`src/rtl/cgra_subsys_pkg.sv`:
```
// Purpose : shared types for the CGRA subsystem: TID width/type and retire-tracker state encoding.
// Latency : n/a (types and constants only).
// Backpr. : n/a.
package cgra_subsys_pkg;

    // Default launch size; the TID type is sized from it.
    localparam int TOTAL_TID_DEF = 512;
    localparam int TID_W         = $clog2(TOTAL_TID_DEF);

    typedef logic [TID_W-1:0] tid_t;

    typedef enum logic [1:0] {
        ST_IDLE    = 2'd0,
        ST_COLLECT = 2'd1,
        ST_DONE    = 2'd2
    } retire_state_e;

endpackage

```
`src/rtl/tid_retire_bitmap.sv`:
```
// Purpose : one bit per TID recording which threads have already retired.
// Latency : set lands on the next clk edge; test_hit is combinational from the registered bits.
// Backpr. : none; a set is taken every cycle set_en is high, clr wins over set.
// Ports   : clk, rst_n (async active-low), clr (sync clear), set_en/set_idx (mark a TID),
//           test_idx/test_hit (query a TID).
module tid_retire_bitmap #(
    parameter  int N  = 512,
    localparam int IW = $clog2(N)
) (
    input  logic          clk,
    input  logic          rst_n,
    input  logic          clr,
    input  logic          set_en,
    input  logic [IW-1:0] set_idx,
    input  logic [IW-1:0] test_idx,
    output logic          test_hit
);

    logic [N-1:0] bits_q;
    logic [N-1:0] bits_d;

    always_comb begin
        bits_d = bits_q;
        if (clr) begin
            bits_d = '0;
        end else if (set_en) begin
            bits_d[set_idx] = 1'b1;
        end
    end

    always_ff @(posedge clk or negedge rst_n) begin
        if (!rst_n) begin
            bits_q <= '0;
        end else begin
            bits_q <= bits_d;
        end
    end

    assign test_hit = bits_q[test_idx];

endmodule

```
`src/rtl/tid_retire_tracker.sv`:
```
// Purpose : counts distinct retiring thread IDs of a launch and flags completion, out-of-range and
//           (when TID_RETIRE_DUP_CHECK_EN is defined) duplicate retirements.
// Latency : ret_ready combinational; count/flags/all_done update on the edge after an accept.
// Backpr. : ret_ready low outside COLLECT or while enable is low; at most one retirement per cycle.
// Ports   : clk, rst_n (async active-low), enable (arm / gate), clr (sync clear to IDLE),
//           max_tid (latched when arming), ret_valid/ret_tid/ret_ready (retire handshake),
//           ret_count, all_done, busy, range_err, dup_err (sticky status).
// Config  : TID_RETIRE_DUP_CHECK_EN adds the per-TID bitmap and duplicate detection; without it
//           every in-range accept counts and dup_err is tied low.
module tid_retire_tracker
    import cgra_subsys_pkg::*;
#(
    parameter  int TOTAL_TID = TOTAL_TID_DEF,
    localparam int TW        = $clog2(TOTAL_TID)
) (
    input  logic          clk,
    input  logic          rst_n,
    input  logic          enable,
    input  logic          clr,
    input  logic [TW-1:0] max_tid,
    input  logic          ret_valid,
    input  logic [TW-1:0] ret_tid,
    output logic          ret_ready,
    output logic [TW:0]   ret_count,
    output logic          all_done,
    output logic          busy,
    output logic          range_err,
    output logic          dup_err
);

    localparam logic [TW:0] ONE = {{TW{1'b0}}, 1'b1};

    retire_state_e state_q, state_d;
    logic [TW-1:0] max_q, max_d;
    logic [TW:0]   cnt_q, cnt_d;
    logic          rerr_q, rerr_d;

    logic accept;
    logic in_range;
    logic dup_hit;
    logic new_ret;

    assign ret_ready = (state_q == ST_COLLECT) && enable;
    assign accept    = ret_valid && ret_ready;
    assign in_range  = (ret_tid <= max_q);
    assign new_ret   = accept && in_range && !dup_hit;

`ifdef TID_RETIRE_DUP_CHECK_EN
    logic derr_q, derr_d;
    logic bm_clr;

    // Bitmap is also wiped while idle so every launch starts empty.
    assign bm_clr = clr || (state_q == ST_IDLE);

    tid_retire_bitmap #(
        .N (TOTAL_TID)
    ) u_bitmap (
        .clk      (clk),
        .rst_n    (rst_n),
        .clr      (bm_clr),
        .set_en   (new_ret),
        .set_idx  (ret_tid),
        .test_idx (ret_tid),
        .test_hit (dup_hit)
    );

    always_comb begin
        derr_d = derr_q;
        if (clr || (state_q == ST_IDLE)) begin
            derr_d = 1'b0;
        end else if (accept && in_range && dup_hit) begin
            derr_d = 1'b1;
        end
    end

    always_ff @(posedge clk or negedge rst_n) begin
        if (!rst_n) begin
            derr_q <= 1'b0;
        end else begin
            derr_q <= derr_d;
        end
    end

    assign dup_err = derr_q;
`else
    assign dup_hit = 1'b0;
    assign dup_err = 1'b0;
`endif

    always_comb begin
        state_d = state_q;
        max_d   = max_q;
        cnt_d   = cnt_q;
        rerr_d  = rerr_q;

        case (state_q)
            ST_IDLE: begin
                // Hold progress at zero so arming always starts a clean launch.
                cnt_d  = '0;
                rerr_d = 1'b0;
                if (enable) begin
                    state_d = ST_COLLECT;
                    max_d   = max_tid;
                end
            end
            ST_COLLECT: begin
                if (accept && !in_range) begin
                    rerr_d = 1'b1;
                end
                if (new_ret) begin
                    cnt_d = cnt_q + ONE;
                    // Count is TW+1 wide so a full TOTAL_TID launch reaches TOTAL_TID without wrap.
                    if (cnt_d == ({1'b0, max_q} + ONE)) begin
                        state_d = ST_DONE;
                    end
                end
            end
            ST_DONE: begin
                state_d = ST_DONE;
            end
            default: begin
                state_d = ST_IDLE;
            end
        endcase

        // Clear beats arming and any concurrent accept.
        if (clr) begin
            state_d = ST_IDLE;
            cnt_d   = '0;
            rerr_d  = 1'b0;
        end
    end

    always_ff @(posedge clk or negedge rst_n) begin
        if (!rst_n) begin
            state_q <= ST_IDLE;
            max_q   <= '0;
            cnt_q   <= '0;
            rerr_q  <= 1'b0;
        end else begin
            state_q <= state_d;
            max_q   <= max_d;
            cnt_q   <= cnt_d;
            rerr_q  <= rerr_d;
        end
    end

    assign ret_count = cnt_q;
    assign all_done  = (state_q == ST_DONE);
    assign busy      = (state_q == ST_COLLECT);
    assign range_err = rerr_q;

endmodule

```
`config.mk`:
```
export PLATFORM = sky130hd
export DESIGN_NAME = tid_retire_tracker
export DESIGN_NICKNAME = d
export VERILOG_FILES = /design/src/rtl/cgra_subsys_pkg.sv /design/src/rtl/tid_retire_bitmap.sv /design/src/rtl/tid_retire_tracker.sv
export SDC_FILE = /design/constraint.sdc
export NUM_CORES = 1
export LEC_CHECK = 0
export CORE_MARGIN = 3
export CORE_UTILIZATION = 50
export CTS_BUF_LIST = sky130_fd_sc_hd__clkbuf_16
export DETAILED_ROUTE_END_ITERATION = 10
export PLACE_DENSITY = 0.78
export SYNTH_ARGS = -nofsm -noshare
export SYNTH_HDL_FRONTEND = slang
export SYNTH_SLANG_ARGS = --single-unit
```
`constraint.sdc`:
```
create_clock -name clk -period 2.9 [get_ports clk]
set_input_delay 0.435 -clock clk [delete_from_list [all_inputs] [get_ports clk]]
set_output_delay 0.435 -clock clk [all_outputs]
set_load 0.05 [all_outputs]
```
==> key figures <==
Logic synthesis
  • Post-synth top area cell: dfrtp_1
  • Synth top area cells: dfrtp_1, ha_1, mux2_2
  • Yosys top cell area share: 29.35%
  • Seq/Total Area, Yosys: 29.35%
  • Fraction of registers with async set/reset: 100.0%
  • Syn Nets: 248
  • Mapped Avg Cell Area: 8.889 um2
  • Prevailing post-synth register cell: dfrtp_1
  • Count leader, synth: dfrtp_1
  • Netlist cell types: 48
  • Mapped Cells: 211
  • Mapped Area: 1876 um2
  • Top post-synthesis cells by count: dfrtp_1, nand2_1, a21oi_1, ha_1
  • Warnings, synthesis: 0
  • Synthesis-stage register bit count: 22
  • Number of synthesized flops with an enable pin: 0

Timing
  • Minimum clock period: 2.571 ns
  • RSZ-0062 raised after global routing: no
  • Max-slew violations: 0
  • Worst Skew: 0.002507 ns
  • Slew @ Worst Pin: 0.5023 ns
  • Fmax: 388.9 MHz
  • Total negative setup slack: 0 ns
  • Slew HR: 66.41%
  • Final Hold Fails: 0
  • Final-report setup violation count: 0
  • Final period utilization: 88.67%

Route
  • Number of remaining DRC errors: 0
  • DR iter-0 viols: 104
  • Vias per inst: 5.835
  • Pre-antenna DRT Iters: 4
  • Routed WL: 4.309 mm
  • Wire per inst: 14.81 um
  • Routed Antenna Nets: 0
  • Vias: 1698

Power
  • Final total power: 1.374 mW
  • Max IR drop VDD: 535.3 uV
  • Pwr per Cell Area: 581.5 nW/um2
  • Leakage: 0.9355 nW

Finish
  • # diodes: 0
  • Area grow syn2layout: 25.95%
  • Layout cell share with drive strength beyond 1: 8.980%
  • Fin util: 68.11%
  • Final Non-Filler Cells: 291
  • Net total in the final layout: 284

Critical path
  • Crit start category: flop
  • Kind of critical path: reg -> reg
  • Reg2Reg Depth: 6
  • Worst R2R Setup Slack: 0.33 ns
  • Data arrival time of the critical path: 2.71 ns
  • Crit path required time: 3.03 ns
  • FF-to-FF Start: ret_count[0]$_DFFE_PN0P_
  • Critical Path Sink Type: flop
  • Critical path fanouts, max: 8
  • R2R Path End: state_q[1]$_DFFE_PN0P_

Die
  • Row count: 21
  • Chip Height: 67.25 um
  • Die W: 67.25 um
  • Area of the die: 4522 um2
  • I/O pin cnt: 38
  • Core ar.: 3468 um2
  • Starting Density: 54.08%

CTS
  • Post_cts resized: 0
  • # Post-CTS Setup Buffers: 0
  • Clk pin slew, worst setup/hold paths: 0.06 ns
  • Post-CTS Hold Buffers: 0
  • CTS Buffer Depth: 2
  • CTS Root Cell: clkbuf_16
  • CTS tree: built
  • CTS H-tree depth: 1
  • TritonCTS Buffers: 3
  • # clock sinks: 22
  • Clk_lat worst skew: 0.25 ns

Hold path
  • Hold Crit Class: in -> async

GRT
  • Vias in the first global route: 1677
  • Congestion Overflow GR: 0
  • Largest net degree at the start of global routing: 23
  • Initial antenna violation count: 0
  • GRT Total Usage: 21.71%
  • First-pass GRT wire length: 7.541 mm

Place
  • IO buf count: 36
  • Routability cong.: 0.8610
  • DP Cell Count: 288
  • Post-DP HPWL: 3.321 mm

Status
  • Status: finished clean

Flow run
  • Maxcap violations: 0
## how the worst max path moves through the flow
stage / start / end / slack, ns
finish: ret_count[0]$_DFFE_PN0P_ / state_q[1]$_DFFE_PN0P_ / 0.33
global route: ret_tid[4] / ret_count[5]$_DFFE_PN0P_ / 0.24
CTS: ret_count[0]$_DFFE_PN0P_ / state_q[1]$_DFFE_PN0P_ / 0.33
detailed placement: ret_tid[4] / state_q[1]$_DFFE_PN0P_ / 0.13
global placement: ret_tid[4] / state_q[1]$_DFFE_PN0P_ / 0.22
floorplan: ret_count[0]$_DFFE_PN0P_ / state_q[1]$_DFFE_PN0P_ / 0.17
## registers in the layout, indices dropped and copies added (netlist names)
name,count
state_q,2
max_q,9
range_err,1
ret_count,10
## power by group
part / switching [mW] / internal (mW)
logic: 0.358 / 0.293
registers: 0.0797 / 0.358
clock network: 0.103 / 0.182
## through the flow
step                      cell area [um2]  setup WS, ns  hold WS [ns]
after global routing                 2362        0.2407        0.5611
after global placement               2287        0.2192        0.5655
after floorplan                      1876        0.1733        0.1394
final                                2362        0.3286        0.5445
after detailed placement             2287        0.1309        0.5726
after CTS                            2362        0.3278        0.5493
## cells in the final DEF, fill, tap and decap left out, types with 6 or more instances in the layout
cell type,netlist,final
o21ai_0,13,13
nand3_1,11,11
mux2_2,9,9
dfrtp_1,22,22
xnor2_1,11,11
ha_1,14,14
nand2_1,16,16
o31a_1,7,7
clkdlybuf4s50_1,0,36
nor2_1,7,7
inv_1,13,13
nor4_1,8,8
nand4_1,6,6
a21oi_1,14,14
## metal layers
metal / vias up / track usage [%] / routed length (um)
li1: 855 / - / -
met1: 787 / 28.48 / 1951
met2: 52 / 35.71 / 2103
met3: 4 / 4.160 / 213
met4: 0 / 7.342 / 40
met5: - / 0 / 0
## final cells by class
| cell class | instances | area (um2) |
|---|---|---|
| clock buffers | 3 | 75.07 |
| fillers | 297 | 1106 |
| inverters | 13 | 48.80 |
| multi-input cells | 166 | 1232 |
| flip-flops and latches | 22 | 550.5 |
| well taps | 46 | 57.56 |
| repair buffers | 41 | 397.9 |
## worst max-delay path, cell delays in order (launching register included)
cell and delay, ns:
dfrtp_1 0.50, ha_1 0.33, nand3_2 0.13, or3_4 0.42, a211o_1 0.36, a2111oi_4 0.37, mux2_1 0.35
## kinds of logic (layout without fill, tap and decap cells)
kind of cell             after synthesis  count (layout)  share of synthesized area, %
multiplexers                          11              11                         6.538
other                                  1               1                        0.1999
adder cells (fa/ha/maj)               14              14                         9.340
flip-flops                            22              22                         29.35
buffers and inverters                 23              57                         4.937
AND/OR/NAND/NOR                       72              72                         21.35
AO/OA/AOI/OAI                         51              51                         18.81
XOR/XNOR                              17              17                         9.472
No activity file was read; power rests on OpenSTA's default activity.
